===== config.mk =====
export PLATFORM = sky130hd
export DESIGN_NAME = alu_ctrl_flat
export DESIGN_NICKNAME = d
export VERILOG_FILES = /design/src/rtl/alu_pkg.sv /design/src/rtl/alu_ctrl_if.sv /design/src/rtl/alu_lat_cnt.sv /design/src/rtl/alu_ctrl.sv /design/src/flat_wrapper.sv
export SDC_FILE = /design/constraint.sdc
export NUM_CORES = 1
export LEC_CHECK = 0
export ABC_AREA = 1
export BUFFER_PORTS_ARGS = -buffer_cell sky130_fd_sc_hd__buf_2
export CAP_MARGIN = 20
export CORE_MARGIN = 4
export CORE_UTILIZATION = 30
export DETAILED_ROUTE_END_ITERATION = 12
export SYNTH_ARGS = -nofsm -noshare
export SYNTH_HDL_FRONTEND = slang
export SYNTH_HIERARCHICAL = 1
export SYNTH_SLANG_ARGS = --single-unit

===== constraint.sdc =====
create_clock -name clk -period 1.6 [get_ports clk]
set_input_delay 0.24 -clock clk [delete_from_list [all_inputs] [get_ports clk]]
set_output_delay 0.24 -clock clk [all_outputs]
set_load 0.02 [all_outputs]

===== src/rtl/alu_pkg.sv =====
// Shared definitions for the ALU controller: op_code values, FSM states and
// the one-hot select patterns driven to the ALU output mux.
package alu_pkg;

    localparam logic [2:0] OP_AND  = 3'd0;
    localparam logic [2:0] OP_OR   = 3'd1;
    localparam logic [2:0] OP_XOR  = 3'd2;
    localparam logic [2:0] OP_NOT  = 3'd3;
    localparam logic [2:0] OP_ADD  = 3'd4;
    localparam logic [2:0] OP_SUB  = 3'd5;
    localparam logic [2:0] OP_MULT = 3'd6;
    localparam logic [2:0] OP_ILL  = 3'd7;

    // Mux select bit i picks ALU function i; the illegal code selects nothing.
    localparam logic [6:0] SEL_NONE = 7'b0000000;
    localparam logic [6:0] SEL_AND  = 7'b0000001;
    localparam logic [6:0] SEL_OR   = 7'b0000010;
    localparam logic [6:0] SEL_XOR  = 7'b0000100;
    localparam logic [6:0] SEL_NOT  = 7'b0001000;
    localparam logic [6:0] SEL_ADD  = 7'b0010000;
    localparam logic [6:0] SEL_SUB  = 7'b0100000;
    localparam logic [6:0] SEL_MULT = 7'b1000000;

    typedef enum logic [1:0] {
        IDLE     = 2'd0,
        EXEC     = 2'd1,
        MUL_WAIT = 2'd2,
        DONE     = 2'd3
    } aluState_e;

    // Map an op_code onto its mux select pattern (at most one bit set).
    function automatic logic [6:0] opSel(input logic [2:0] code);
        logic [6:0] s;
        s = SEL_NONE;
        case (code)
            OP_AND:  s = SEL_AND;
            OP_OR:   s = SEL_OR;
            OP_XOR:  s = SEL_XOR;
            OP_NOT:  s = SEL_NOT;
            OP_ADD:  s = SEL_ADD;
            OP_SUB:  s = SEL_SUB;
            OP_MULT: s = SEL_MULT;
            default: s = SEL_NONE;
        endcase
        return s;
    endfunction

endpackage


===== src/rtl/alu_ctrl_if.sv =====
// Operation/result handshake bundle between a requester, the ALU output mux
// and the controller. The controller sits on the slave side.
interface alu_ctrl_if #(
    parameter int k = 7
);
    logic         op_valid;
    logic [2:0]   op_code;
    logic         op_ready;
    logic [k-1:0] sel;
    logic [k-1:0] mux_out;
    logic         res_valid;
    logic         res_ready;
    logic [k-1:0] res_data;
    logic         res_err;

    modport master (
        output op_valid, op_code, mux_out, res_ready,
        input  op_ready, sel, res_valid, res_data, res_err
    );

    modport slave (
        input  op_valid, op_code, mux_out, res_ready,
        output op_ready, sel, res_valid, res_data, res_err
    );
endinterface


===== src/rtl/alu_lat_cnt.sv =====
// 4-bit multiply latency counter: load a start value, count down to zero and
// stay there; the zero flag tells the controller the multiplier has settled.
module alu_lat_cnt (
    input  logic       clk,
    input  logic       rst_n,
    input  logic       load,
    input  logic [3:0] loadVal,
    input  logic       dec,
    output logic       zero
);
    logic [3:0] count;

    // Load has priority; decrement saturates at zero.
    always_ff @(posedge clk or negedge rst_n) begin
        if (!rst_n) begin
            count <= 4'd0;
        end else if (load) begin
            count <= loadVal;
        end else if (dec && (count != 4'd0)) begin
            count <= count - 4'd1;
        end
    end

    assign zero = (count == 4'd0);
endmodule


===== src/rtl/alu_ctrl.sv =====
// ALU controller: accepts one operation at a time, steers the ALU output mux
// with a one-hot select, waits out the multiplier latency when needed and
// holds the captured result until the consumer takes it. No operand math
// happens here; every result bit comes from mux_out.
module alu_ctrl
    import alu_pkg::*;
#(
    parameter int k       = 7,   // values below 7 are not supported
    parameter int MUL_LAT = 3    // 1..15
) (
    input  logic       clk,
    input  logic       rst_n,
    alu_ctrl_if.slave  bus
);
    aluState_e    state;
    logic [6:0]   selReg;
    logic [k-1:0] resDataReg;
    logic         resValidReg;
    logic         resErrReg;
    logic         opReadyReg;

    logic         transfer;
    logic         latLoad;
    logic         latDec;
    logic         latZero;

    assign transfer = bus.op_valid && opReadyReg;
    assign latLoad  = transfer && (bus.op_code == OP_MULT);
    assign latDec   = (state == MUL_WAIT);

    alu_lat_cnt u_latCnt (
        .clk     (clk),
        .rst_n   (rst_n),
        .load    (latLoad),
        .loadVal (4'(MUL_LAT - 1)),
        .dec     (latDec),
        .zero    (latZero)
    );

    // Controller FSM; every output it drives is a register.
    always_ff @(posedge clk or negedge rst_n) begin
        if (!rst_n) begin
            state       <= IDLE;
            selReg      <= SEL_NONE;
            resValidReg <= 1'b0;
            resDataReg  <= '0;
            resErrReg   <= 1'b0;
            opReadyReg  <= 1'b1;
        end else begin
            case (state)
                IDLE: begin
                    if (transfer) begin
                        opReadyReg <= 1'b0;
                        selReg     <= opSel(bus.op_code);
                        if (bus.op_code == OP_ILL) begin
                            // Nothing to compute: report the error straight away.
                            state       <= DONE;
                            resValidReg <= 1'b1;
                            resDataReg  <= '0;
                            resErrReg   <= 1'b1;
                        end else if (bus.op_code == OP_MULT) begin
                            state <= MUL_WAIT;
                        end else begin
                            state <= EXEC;
                        end
                    end
                end
                EXEC: begin
                    resDataReg  <= bus.mux_out;
                    resValidReg <= 1'b1;
                    resErrReg   <= 1'b0;
                    selReg      <= SEL_NONE;
                    state       <= DONE;
                end
                MUL_WAIT: begin
                    if (latZero) begin
                        resDataReg  <= bus.mux_out;
                        resValidReg <= 1'b1;
                        resErrReg   <= 1'b0;
                        selReg      <= SEL_NONE;
                        state       <= DONE;
                    end
                end
                DONE: begin
                    // res_valid is always high here, so res_ready alone completes the handshake.
                    if (bus.res_ready) begin
                        resValidReg <= 1'b0;
                        opReadyReg  <= 1'b1;
                        state       <= IDLE;
                    end
                end
                default: begin
                    state <= IDLE;
                end
            endcase
        end
    end

    // Widen the 7-bit select to the mux width; bits beyond MULT stay low.
    genvar gi;
    generate
        for (gi = 0; gi < k; gi++) begin : g_sel
            if (gi < 7) begin : g_live
                assign bus.sel[gi] = selReg[gi];
            end else begin : g_tie
                assign bus.sel[gi] = 1'b0;
            end
        end
    endgenerate

    assign bus.op_ready  = opReadyReg;
    assign bus.res_valid = resValidReg;
    assign bus.res_data  = resDataReg;
    assign bus.res_err   = resErrReg;
endmodule


===== src/flat_wrapper.sv =====
// flat-port wrapper written by rule: the top's interface ports become plain ports
module alu_ctrl_flat import alu_pkg::*;
#(
    parameter int k       = 7,                                      
    parameter int MUL_LAT = 3            
)
  (clk, rst_n, bus_op_valid, bus_op_code, bus_mux_out, bus_res_ready, bus_op_ready, bus_sel, bus_res_valid, bus_res_data, bus_res_err);
  alu_ctrl_if #(.k(k)) bus_i ();
  input  logic clk;
  input  logic rst_n;
  input wire logic [$bits(bus_i.op_valid)-1:0] bus_op_valid;
  input wire logic [$bits(bus_i.op_code)-1:0] bus_op_code;
  input wire logic [$bits(bus_i.mux_out)-1:0] bus_mux_out;
  input wire logic [$bits(bus_i.res_ready)-1:0] bus_res_ready;
  output wire logic [$bits(bus_i.op_ready)-1:0] bus_op_ready;
  output wire logic [$bits(bus_i.sel)-1:0] bus_sel;
  output wire logic [$bits(bus_i.res_valid)-1:0] bus_res_valid;
  output wire logic [$bits(bus_i.res_data)-1:0] bus_res_data;
  output wire logic [$bits(bus_i.res_err)-1:0] bus_res_err;
  assign bus_i.op_valid = bus_op_valid;
  assign bus_i.op_code = bus_op_code;
  assign bus_i.mux_out = bus_mux_out;
  assign bus_i.res_ready = bus_res_ready;
  assign bus_op_ready = bus_i.op_ready;
  assign bus_sel = bus_i.sel;
  assign bus_res_valid = bus_i.res_valid;
  assign bus_res_data = bus_i.res_data;
  assign bus_res_err = bus_i.res_err;
  alu_ctrl #(.k(k), .MUL_LAT(MUL_LAT)) u_core (.clk(clk), .rst_n(rst_n), .bus(bus_i));
endmodule

Word level (Yosys, flattened, before mapping)
Cells that the tools add are included.

word-level totals
  logic and storage cells = 63
  ROM bits = 0
  memory bits (writable) = 0
  register bits after elaboration = 23
  memories kept = 0
  latch bits = 0
  input bits = 14

cells by class
  magnitude comparators = 0
  div/mod/pow operators = 0
  shifts and indexed selects = 0
  reductions and logical operators = 15
  bitwise logic cells = 0
  $mul = 0
  mux-type cells = 26
  $add $sub $neg = 1
  eq/ne operators = 14

operator list
  operator                                                count
  one-hot mux 7 bit (7 select lines)                      1
  one-hot mux 7 bit (3 select lines)                      2
  two-way mux 7 bit                                       5
  equality test 3 bit (second input constant)             4
  two-way mux 2 bit                                       5
  AND reduction 3 bit                                     3
  two-way mux 4 bit                                       2
  one-hot mux 2 bit (4 select lines)                      1
  AND reduction 4 bit                                     2
  two-way mux 1 bit                                       7
  equality test 3 x 2 -> 1 bit (second input constant)    2
  inequality test 2 x 1 -> 1 bit (second input constant)  3
  equality test 2 bit (second input constant)             2
  logical NOT 4 bit                                       1
  one-hot mux 1 bit (4 select lines)                      1
  nonzero test 2 bit                                      2
  nonzero test 4 bit                                      1
  subtractor 4 x 1 -> 4 bit (second input constant)       1
  equality test 3 x 1 -> 1 bit (second input constant)    1
  logical AND 1 bit                                       3
  logical NOT 3 bit                                       1
  one-hot mux 1 bit (3 select lines)                      1
  nonzero test 3 bit                                      1
  equality test 2 x 1 -> 1 bit (second input constant)    1
  other kinds (3)                                         3

Depth between registers and ports, before layout
Gate-level depths: netlist of run 1.

  word-level depth = 5
  gate-level depth with buffers = 11
  gate-level depth less buffers = 11

Hierarchy
Netlist of run 1, hierarchy kept.

modules (own cells, without submodules)
  module       cells an instance  instances  area an instance (µm²)
  alu_ctrl     120                1          984.7
  alu_lat_cnt  46                 1          295.3

Worst setup path before layout of run 1
Ideal clock, no wire load.

  path type = reg-to-reg
  start point = register u_core.opReadyReg, in the netlist u_core/bus.op_ready
  end point = register u_core.u_latCnt.count[3]
  arrival = 1,352 ps
  clock period less this slack = 1,469 ps
  slack = 131 ps
  cell stages (with the launch flop) = 8
  data required time = 1,484 ps
  cell sequence = dfstp_2 > nand2_1 > nor2_1 > inv_2 > nand3b_1 > nand2_1 > clkinv_1 > nand2_1

between the ends
  word-level cells in the longest chain between the ends = 3
  elaborated cells between the ends (all ways) = 4
  classes of those cells = mux: 1; reduce/logical: 3

ends and longest elaborated chain
  item                                                            line               source
  from (decl)                                                     alu_ctrl.sv:20     logic opReadyReg;
  from (signal assigned)                                          alu_ctrl.sv:48     opReadyReg <= 1'b1;
  from (signal assigned)                                          alu_ctrl.sv:53     opReadyReg <= 1'b0;
  from (signal assigned)                                          alu_ctrl.sv:88     opReadyReg <= 1'b1;
  logical AND 1 bit (*)                                           alu_ctrl.sv:27     assign transfer = bus.op_valid && opReadyReg;
  logical AND 1 bit (*)                                           alu_ctrl.sv:28     assign latLoad = transfer && (bus.op_code == OP_MULT);
  net u_core.latLoad                                              alu_ctrl.sv:23     logic latLoad;
  two-way mux 4 bit / nonzero test 2 bit (equally long branches)  --
  to (signal assigned)                                            alu_lat_cnt.sv:18  count <= loadVal;
  to (signal assigned)                                            alu_lat_cnt.sv:20  count <= count - 4'd1;
  to (decl)                                                       alu_lat_cnt.sv:11  logic [3:0] count;

Mark *: on every way through the listed nets, which the timed path passes. The rest lies on a longest branch.
A chain may end at the register's enable or synchronous reset.

Worst setup path after layout of run 1
  start point = register u_core.u_latCnt.count[0]
  end point = register u_core.selReg[3], in the netlist u_core/bus.sel[3]

between the ends
  word-level cells in the longest chain between the ends = 3

ends and longest elaborated chain
  item                                      line               source
  logical NOT 4 bit                         alu_lat_cnt.sv:24  assign zero = (count == 4'd0);
  net u_core.latZero                        alu_ctrl.sv:25     logic latZero;
  inequality test 2 x 1 -> 1 bit (no line)  --
  AND reduction 3 bit (no line)             --
  to (signal assigned)                      alu_ctrl.sv:54     selReg <= opSel(bus.op_code);
  to (decl)                                 alu_ctrl.sv:16     logic [6:0] selReg;

The timed path passes the listed nets, and every way through them passes these cells.

==> results of run 1 <==
## sequential cells by signal, summed over array words and instances, names as in the netlist
signal,flops
u_core/bus.op_ready,1
u_core/bus.res_data,7
u_core/bus.res_err,1
u_core/bus.res_valid,1
u_core/bus.sel,7
u_core/state,2
u_core/u_latCnt/count,4
## power by group through the flow
stage / sequential (mW) / combinational, mW / clock [mW]
2_1_floorplan: 1.21 / 1.29 / 0
3_3_place_gp: 1.00 / 1.97 / 0
3_5_place_dp: 1.00 / 1.99 / 0
4_1_cts: 0.997 / 1.99 / 0.373
5_1_grt: 1.03 / 2.23 / 0.399
6_report: 0.995 / 1.98 / 0.353
## cell type report
cell class                      count  area [um2]  share of cell area [%]
Inverter                           20       80.08                   5.136
Tap cell                           50       62.56                   4.013
Sequential cell                    23       576.8                   37.00
Multi-Input combinational cell    123       619.3                   39.73
Clock buffer                        4       45.04                   2.889
Timing Repair Buffer               33       175.2                   11.24
## routing by layer
metal / part of all wire [%] / global-route usage, % / up-vias
met1: 50 / 14.41 / 491
met2: 44 / 16.78 / 22
met4: 0 / 1.207 / 0
met3: 5.5 / 3.283 / 0
met5: 0 / 0 / -
li1: - / - / 591
## cells in the mapped netlist
library cell	number	area (um2)
nand3b_1	2	15.01
nand2_1	62	232.7
dfstp_2	1	26.28
buf_2	1	5.000
buf_6	1	11.26
nand3_1	14	70.07
nand4_1	8	50.05
conb_1	2	7.510
o21bai_1	1	7.510
nor2_1	7	26.28
nor2_2	2	12.51
nand2_2	4	25.02
or2_4	1	8.760
a21oi_1	2	10.01
o21ai_1	3	15.01
nand2_4	5	56.30
o21ai_0	4	20.02
clkinv_1	1	3.750
inv_6	1	8.760
inv_2	2	7.510
inv_1	16	60.06
dfrtp_1	22	550.5
ha_1	4	50.05
## worst min-delay path, stage by stage
cell and delay [ns]:
buf_2 0.08, nand4_1 0.08, nand2_1 0.06
## how the worst max path moves through the flow
stage | startpoint | endpoint | slack, ns | depth (start not counted)
after detailed placement | u_core/u_latCnt/count[0]$_DFFE_PN0P_ | u_core/bus.sel[3]$_DFFE_PN0P_ | 0.09 | 11
after global routing | u_core/u_latCnt/count[0]$_DFFE_PN0P_ | u_core/bus.sel[1]$_DFFE_PN0P_ | 0.002 | 11
final | u_core/u_latCnt/count[0]$_DFFE_PN0P_ | u_core/bus.sel[3]$_DFFE_PN0P_ | 0.15 | 11
after global placement | u_core/u_latCnt/count[0]$_DFFE_PN0P_ | u_core/bus.sel[6]$_DFFE_PN0P_ | 0.12 | 11
after floorplan | u_core/bus.op_ready$_DFFE_PN1P_ | u_core/u_latCnt/count[3]$_DFFE_PN0P_ | 0.13 | 7
after CTS | u_core/u_latCnt/count[0]$_DFFE_PN0P_ | u_core/bus.sel[5]$_DFFE_PN0P_ | 0.09 | 11
## cells by family (layout without fill, tap and decap cells)
family / count (synthesis) / count (layout)
buf+inv: 22 / 57
other cells: 2 / 4
compound gates: 10 / 10
flops: 23 / 23
simple gates: 105 / 105
fa+ha+maj: 4 / 4
## timing repair
item / in CTS / in global routing
resized for setup: 0 / 2
hold endpoints to repair: 22 / 0
setup endpoints to repair: 0 / 14
hold buffers: 1 / 0
==> impl_metrics.tcl, run 1 <==
set metrics [dict create \
    start_util_pct 31.54 \
    worstHoldEndpoint "u_core/bus.res_data[6]$_DFFE_PN0P_" \
    pwr-share-clk_pct 10.6 \
    yosysSeqAreaShare_pct 45.06 \
    grt.overflow.total 0 \
    hp-start "bus_mux_out[6]" \
    synthSimpleGateAreaFrac_pct 38.81 \
    switchingPower_mw 1.621 \
    fin_cells 253 \
    max_slew_margin_pct 64.67 \
    cp_top_family "simple AND/OR/NAND/NOR gates" \
    swShare_pct 48.73 \
    cts_tree "yes" \
    crit_path_max_incr_delay_ns 0.39 \
    htreeDepth 1 \
    grt_pass1_vias 1019 \
    wirelength_um 2686 \
    finalSetupTns_ns 0 \
    critPathArrivalTime_ns 1.61 \
    worst_r2r_endpoint "u_core/bus.sel[3]$_DFFE_PN0P_" \
    drcViolationCount 0 \
    routabilityCongestion 0.8312 \
    grt_max_degree 24 \
    p_per_area_nw_per_um2 2134 \
    post_cts_buffers 0 \
    critPathMaxFanout 10 \
    seqPwrFrac_pct 29.9 \
    wire_per_inst_um 10.62 \
    critPathMostFrequentCell "inv_1" \
    yosysWarnings 6 \
    crit_required_ns 1.75 \
    port_buffers 30 \
    synth_mux_area_share_pct 0 \
    setup_viol 0 \
    hold-path-cell-count 3 \
    min_path_type "input pin to flip-flop" \
    max-cap-violations 0 \
    synth_area_per_cell_um2 7.711 \
    finalClockSkew_ns 0.002831 \
    final_util_pct 38.42 \
    cp_slowest_cell "dfrtp_1" \
    final_common_cell "nand2_1" \
    hold_viol_final 0 \
    synth_cell_type_count 23 \
    max_clock_freq_mhz 687.4 \
    rsz0062_at_grt "false" \
    layout_min_cycle_time_ns 1.455 \
    rr_worst_depth 11 \
    startpoint_type "flip-flop" \
    final_cell_mix "nand2_1 (61), buf_2 (30), dfrtp_1 (22)" \
    power_leakage_nw 0.8903 \
    ys_ff_latch 23 \
    vias 1104 \
    drive_gt1_share_pct 26.11 \
    row_count 23 \
    drtIter0Drc 50 \
    via_per_inst 4.364 \
    fin_area_um2 1559 \
    syn_to_final_growth_pct 21.80 \
    die_y_um 73.32 \
    post-route-period-util_pct 90.92 \
    report.final.slew_viol_count 0 \
    antenna_left 0 \
    clk_path_buf_depth 2 \
    place_ws_ns 0.09402 \
    design.portCount 31 \
    synth_compound_area_share_pct 4.106 \
    clk_root_buffer_cell "clkbuf_8" \
    synthAdderAreaFrac_pct 3.910 \
    syn_inst 166 \
    die_x_um 73.32 \
    synth_top_family_by_area "simple AND/OR/NAND/NOR gates" \
    crit_type "flip-flop to flip-flop" \
    crit-reg2reg-launch "u_core/u_latCnt/count[0]$_DFFE_PN0P_" \
    comb_power_share_pct 59.5 \
    grt_pass1_wl_um 4416 \
    antenna_found_initial 0 \
    final.setup.worst_slack_ns 0.1453 \
    numClockSinks 23 \
    cts_made_buffers 3 \
    finalPower_mw 3.327 \
    place.detailed.hpwl_um 2083 \
    max_slew.worst_pin.slew_ns 0.5299 \
    n_fill_cell 415 \
    cp-end-kind "flip-flop" \
    dr.pass1.iters 4 \
    antenna_cells 0 \
    reg2reg_setup_slack_ns 0.15 \
    worstPathCellList "inv_1 -> ha_2 -> nand2_2 -> inv_1 -> inv_1 -> nand2_2 -> nand2_4 -> inv_6 -> nand2_4 -> nand2_1 -> o21ai_1" \
    clk_latency_ns 0.26 \
    fp.coreArea_um2 4058 \
    intPower_mw 1.706 \
    synthXorXnorAreaFrac_pct 0 \
    clk_pin_slew_ns 0.08 \
    syn_area_um2 1280 \
    placed_area_um2 1499 \
    status "finished, final reports clean" \
    layout.nets 222 \
    die-area_um2 5376 \
    hold_slack_ns 0.2279 \
    path_buf_inv 4 \
    grtUsageTotal_pct 10.49 \
    dp_cells 248 \
    vdd_ir_drop_max_v 0.0008801 \
]
Power figures use the tool's default switching activity.
==> run 2: changes to the inputs <==
--- a/config.mk
+++ b/config.mk
@@ -8,6 +8,7 @@
 export ABC_AREA = 1
 export BUFFER_PORTS_ARGS = -buffer_cell sky130_fd_sc_hd__buf_2
 export CAP_MARGIN = 20
+export CORE_ASPECT_RATIO = 0.7
 export CORE_MARGIN = 4
 export CORE_UTILIZATION = 30
 export DETAILED_ROUTE_END_ITERATION = 12
==> constraint.sdc (replaced) <==
create_clock -name clk -period 1.9 [get_ports clk]
set_input_delay 0.285 -clock clk [delete_from_list [all_inputs] [get_ports clk]]
set_output_delay 0.285 -clock clk [all_outputs]
set_load 0.02 [all_outputs]
==> run 2 against run 1 <==
Compared with the run above: combinational power shrank 18%; highest routed layer is now met4; fmax shrank 10%; clock power decreased by 11%; cell area is 0.40% lower; die area up 0.31%; sequential share of layout area increased by 0.15 points; core utilization rose by 0.23 points; final cell count is 0.40% higher; register-to-register slack improved by 0.14 ns; clock-buffer cell count decreased by 1.
==> impl_metrics.tcl, run 2 (synthesized netlist as in run 1, its figures left out) <==
set metrics [dict create \
    rsz0062_at_grt "false" \
    cp_slowest_cell "ha_1" \
    cp-end-kind "flip-flop" \
    drtIter0Drc 76 \
    hold_buffers 1 \
    critPathMaxFanout 9 \
    port_buffers 30 \
    dr.pass1.iters 4 \
    fin_area_um2 1553 \
    pwr-share-clk_pct 11.3 \
    numClockSinks 23 \
    place_ws_ns 0.3020 \
    cp_top_family "simple AND/OR/NAND/NOR gates" \
    worstPathCellList "inv_1 -> ha_1 -> inv_2 -> or2_4 -> nand2_4 -> nand2_4 -> nand2_1 -> nand2_1" \
    hold_slack_ns 0.2589 \
    clk_path_buf_depth 2 \
    fp.coreArea_um2 4018 \
    max_slew_margin_pct 65.92 \
    hold-path-cell-count 3 \
    crit-reg2reg-launch "u_core/state[1]$_DFFE_PN0P_" \
    grt.overflow.total 0 \
    comb_power_share_pct 58.5 \
    finalSetupTns_ns 0 \
    wire_per_inst_um 11.14 \
    max_slew.worst_pin.slew_ns 0.5112 \
    post-route-period-util_pct 85.04 \
    critPathArrivalTime_ns 1.79 \
    post_cts_resize_count 0 \
    placed_area_um2 1494 \
    grt_pass1_wl_um 4836 \
    clk_pin_slew_ns 0.09 \
    via_per_inst 4.378 \
    syn_to_final_growth_pct 21.31 \
    grt_max_degree 24 \
    row_count 19 \
    cts_made_buffers 3 \
    cts_tree "yes" \
    wirelength_um 2830 \
    setup_viol 0 \
    p_per_area_nw_per_um2 1799 \
    clk_latency_ns 0.27 \
    finalClockSkew_ns 0.007701 \
    seqPwrFrac_pct 30.2 \
    grt_pass1_vias 1006 \
    clk_root_buffer_cell "clkbuf_8" \
    report.final.slew_viol_count 0 \
    post_cts_buffers 0 \
    status "finished, final reports clean" \
    min_path_type "input pin to flip-flop" \
    drive_gt1_share_pct 25.25 \
    final_common_cell "nand2_1" \
    rr_worst_depth 8 \
    htreeDepth 1 \
    intPower_mw 1.408 \
    start_util_pct 31.86 \
    die_y_um 62.65 \
    layout.nets 221 \
    routabilityCongestion 0.7783 \
    final_cell_mix "nand2_1 (62), buf_2 (30), dfrtp_1 (22)" \
    crit_type "flip-flop to flip-flop" \
    antenna_left 0 \
    crit_path_max_incr_delay_ns 0.46 \
    die-area_um2 5392 \
    crit_required_ns 2.07 \
    startpoint_type "flip-flop" \
    path_buf_inv 2 \
    die_x_um 86.07 \
    worst_r2r_endpoint "u_core/bus.res_data[2]$_DFFE_PN0P_" \
    switchingPower_mw 1.386 \
    place.detailed.hpwl_um 2205 \
    swShare_pct 49.61 \
    design.portCount 31 \
    power_leakage_nw 0.8854 \
    vias 1112 \
    antenna_found_initial 0 \
    max-cap-violations 0 \
    hp-start "bus_mux_out[4]" \
    layout_min_cycle_time_ns 1.616 \
    vdd_ir_drop_max_v 0.0006715 \
    antenna_cells 0 \
    drcViolationCount 0 \
    grtUsageTotal_pct 11.10 \
    reg2reg_setup_slack_ns 0.28 \
    max_clock_freq_mhz 618.9 \
    hold_viol_final 0 \
    final_util_pct 38.65 \
    worstHoldEndpoint "u_core/bus.res_data[4]$_DFFE_PN0P_" \
    final.setup.worst_slack_ns 0.2843 \
]
==> run 2: layer usage <==
metal / GRT usage [%] / wire length [um] / vias up
li1: - / - / 592
met1: 18.00 / 1553 / 483
met2: 13.65 / 1022 / 35
met3: 3.689 / 234 / 2
met4: 2.372 / 19 / 0
met5: 0 / 0 / -
==> run 2: worst max path at each step <==
stage                                                      end                            start  cells past startpoint  slack [ns]
after floorplan           u_core/u_latCnt/count[3]$_DFFE_PN0P_  u_core/bus.op_ready$_DFFE_PN1P_                      7        0.43
after global placement      u_core/bus.res_data[5]$_DFFE_PN0P_      u_core/state[1]$_DFFE_PN0P_                      8        0.34
after detailed placement    u_core/bus.res_data[3]$_DFFE_PN0P_      u_core/state[1]$_DFFE_PN0P_                      8        0.30
after CTS                   u_core/bus.res_data[3]$_DFFE_PN0P_      u_core/state[1]$_DFFE_PN0P_                      8        0.28
after global routing        u_core/bus.res_data[3]$_DFFE_PN0P_      u_core/state[1]$_DFFE_PN0P_                      8        0.14
final                       u_core/bus.res_data[2]$_DFFE_PN0P_      u_core/state[1]$_DFFE_PN0P_                      8        0.28
==> run 2: area by class of cell <==
cell class,count,area (um2)
clock buffer,3,41.29
fill,427,2465
tap,52,65.06
multi-input combinational,123,614.3
clock inverter,1,7.507
sequential,23,576.8
inverter,20,80.08
timing repair buffer,32,167.7
==> run 2: per-stage QoR <==
stage	total power, mW	cells
after CTS	2.826	254
after detailed placement	2.494	249
after global routing	3.087	254
after global placement	2.473	249
after floorplan	2.108	168
final	2.794	254
==> run 2: worst min-delay path, cell delays in order <==
cell and delay, ns:
buf_2 0.08, nand4_1 0.08, nand2_1 0.06
==> run 2: power by group through the flow <==
stage / Clock (mW) / Combinational [mW] / Sequential (mW)
floorplan: 0 / 1.09 / 1.02
global placement: 0 / 1.62 / 0.854
detailed placement: 0 / 1.64 / 0.852
CTS: 0.330 / 1.65 / 0.847
global route: 0.344 / 1.86 / 0.880
finish: 0.315 / 1.63 / 0.844
==> run 3: changes to the inputs <==
--- a/config.mk
+++ b/config.mk
@@ -12,6 +12,7 @@
 export CORE_MARGIN = 4
 export CORE_UTILIZATION = 30
 export DETAILED_ROUTE_END_ITERATION = 12
+export PLACE_DENSITY = 0.59
 export SYNTH_ARGS = -nofsm -noshare
 export SYNTH_HDL_FRONTEND = slang
 export SYNTH_HIERARCHICAL = 1
==> run 3 against run 2 <==
Compared with the run above: register-to-register slack barely moved; critical path type unchanged; non-clock buffer count did not move; final cell count did not move; highest routed layer unchanged; routed wire length fell by 3.1%; sequential power barely moved; largest cell class unchanged; total power fell by 0.97%; combinational power barely moved; flip-flop and latch count did not move; largest power group unchanged; clock-buffer cell count did not move.
==> impl_metrics.tcl, run 3 (synthesized netlist as in run 1, its figures left out) <==
set metrics [dict create \
    layout.nets 221 \
    wirelength_um 2741 \
    drive_gt1_share_pct 25.25 \
    setup_viol 0 \
    max_clock_freq_mhz 622.5 \
    cts_tree "yes" \
    crit_start "u_core/state[1]$_DFFE_PN0P_" \
    die_y_um 62.65 \
    cp-end-kind "flip-flop" \
    finalPower_mw 2.767 \
    drcViolationCount 0 \
    dr.pass1.iters 4 \
    grt_pass1_wl_um 4823 \
    max_slew.worst_pin.slew_ns 0.5092 \
    design.portCount 31 \
    n_fill_cell 417 \
    grt_max_degree 24 \
    min_path_type "input pin to flip-flop" \
    layout_min_cycle_time_ns 1.606 \
    worstPathCellList "inv_1 -> ha_1 -> inv_2 -> or2_4 -> nand2_4 -> nand2_4 -> nand2_1 -> nand2_1" \
    post-route-period-util_pct 84.55 \
    die-area_um2 5392 \
    antenna_found_initial 0 \
    max-cap-violations 0 \
    final_cell_mix "nand2_1 (62), buf_2 (30), dfrtp_1 (22)" \
    numClockSinks 23 \
    hp-start "bus_mux_out[4]" \
    cts_made_buffers 3 \
    row_count 19 \
    place.detailed.hpwl_um 2150 \
    final_util_pct 38.59 \
    startpoint_type "flip-flop" \
    critPathArrivalTime_ns 1.76 \
    die_x_um 86.07 \
    syn_to_final_growth_pct 21.11 \
    max_slew_margin_pct 66.05 \
    drtIter0Drc 69 \
    finalClockSkew_ns 0.0008142 \
    wire_per_inst_um 10.79 \
    rsz0062_at_grt "false" \
    grtUsageTotal_pct 11.10 \
    critPathMaxFanout 9 \
    vias 1100 \
    grt.overflow.total 0 \
    fp.coreArea_um2 4018 \
    cp_slowest_cell "ha_1" \
    status "finished, final reports clean" \
    hold_viol_final 0 \
    vdd_ir_drop_max_v 0.0006485 \
    crit_type "flip-flop to flip-flop" \
    clk_latency_ns 0.26 \
    grt_pass1_vias 1046 \
    clk_pin_slew_ns 0.08 \
    htreeDepth 1 \
    via_per_inst 4.331 \
    start_util_pct 31.86 \
    antenna_cells 0 \
    clk_path_buf_depth 2 \
    final_common_cell "nand2_1" \
    crit-reg2reg-launch "u_core/state[1]$_DFFE_PN0P_" \
    antenna_left 0 \
    post_cts_buffers 0 \
    crit_required_ns 2.06 \
    power_leakage_nw 0.8892 \
    finalSetupTns_ns 0 \
    report.final.slew_viol_count 0 \
    p_per_area_nw_per_um2 1785 \
    clk_root_buffer_cell "clkbuf_8" \
    crit_path_max_incr_delay_ns 0.46 \
    port_buffers 30 \
    fin_area_um2 1550 \
    routabilityCongestion 0.8170 \
    hold_slack_ns 0.2699 \
    placed_area_um2 1494 \
]
run 3: cell count changes in the layout (fill, tap and decap cells not counted):
| cell | delta |
|---|---|
| clkinv_2 | +1 |
| clkinvlp_4 | -1 |
run 3: power breakdown:
group | switching (mW) | total (mW) | internal [mW]
Clock | 0.158 | 0.304 | 0.146
Combinational | 1.08 | 1.62 | 0.546
Sequential | 0.128 | 0.841 | 0.713
run 3: cell type report:
| class | count | area, um2 | share of cell area (%) |
|---|---|---|---|
| Inverter | 20 | 80.08 | 5.165 |
| Clock buffer | 3 | 41.29 | 2.663 |
| Timing Repair Buffer | 32 | 167.7 | 10.82 |
| Tap cell | 52 | 65.06 | 4.197 |
| Multi-Input combinational cell | 123 | 614.3 | 39.63 |
| Clock inverter | 1 | 5.005 | 0.3228 |
| Sequential cell | 23 | 576.8 | 37.21 |
run 3: worst paths after layout:
| kind | to | slack, ns | cells after the start |
|---|---|---|---|
| max in group asynchronous | u_core/bus.op_ready$_DFFE_PN1P_ | 1.03 | 2 |
| worst min-delay path | u_core/bus.res_data[4]$_DFFE_PN0P_ | 0.27 | 3 |
| worst min register to register | u_core/bus.res_err$_DFFE_PN0P_ | 0.48 | 2 |
| min in group asynchronous | u_core/bus.res_data[6]$_DFFE_PN0P_ | 0.51 | 2 |
| worst max register to register | u_core/bus.res_data[3]$_DFFE_PN0P_ | 0.29 | 8 |
| worst max-delay path | u_core/bus.res_data[3]$_DFFE_PN0P_ | 0.29 | 8 |
run 3: stage by stage:
step	setup WS (ns)	instances
finish	0.2935	254
global route	0.1258	254
floorplan	0.4314	168
CTS	0.2859	254
global placement	0.3501	249
detailed placement	0.2953	249
run 3: what timing repair did:
item,CTS,global route
hold buffers,1,0
gates resized for setup,0,0
endpoints found under the hold margin,14,0
run 3: layer usage:
metal	share of wire, %	global-route usage, %	up-vias	wire length (um)
li1	-	-	593	-
met1	54	17.18	473	1469
met2	38	14.52	32	1028
met3	8.5	4.216	2	233
met4	0.36	1.779	0	10
met5	0	0	-	0
run 3: worst max-delay path, delay by kind of cell, from the launching register on:
kind                     cells  cell delay [ns]
adder cells (fa/ha/maj)      1             0.46
flip-flops                   1             0.37
AND/OR/NAND/NOR              5             0.51
buffers and inverters        2             0.13
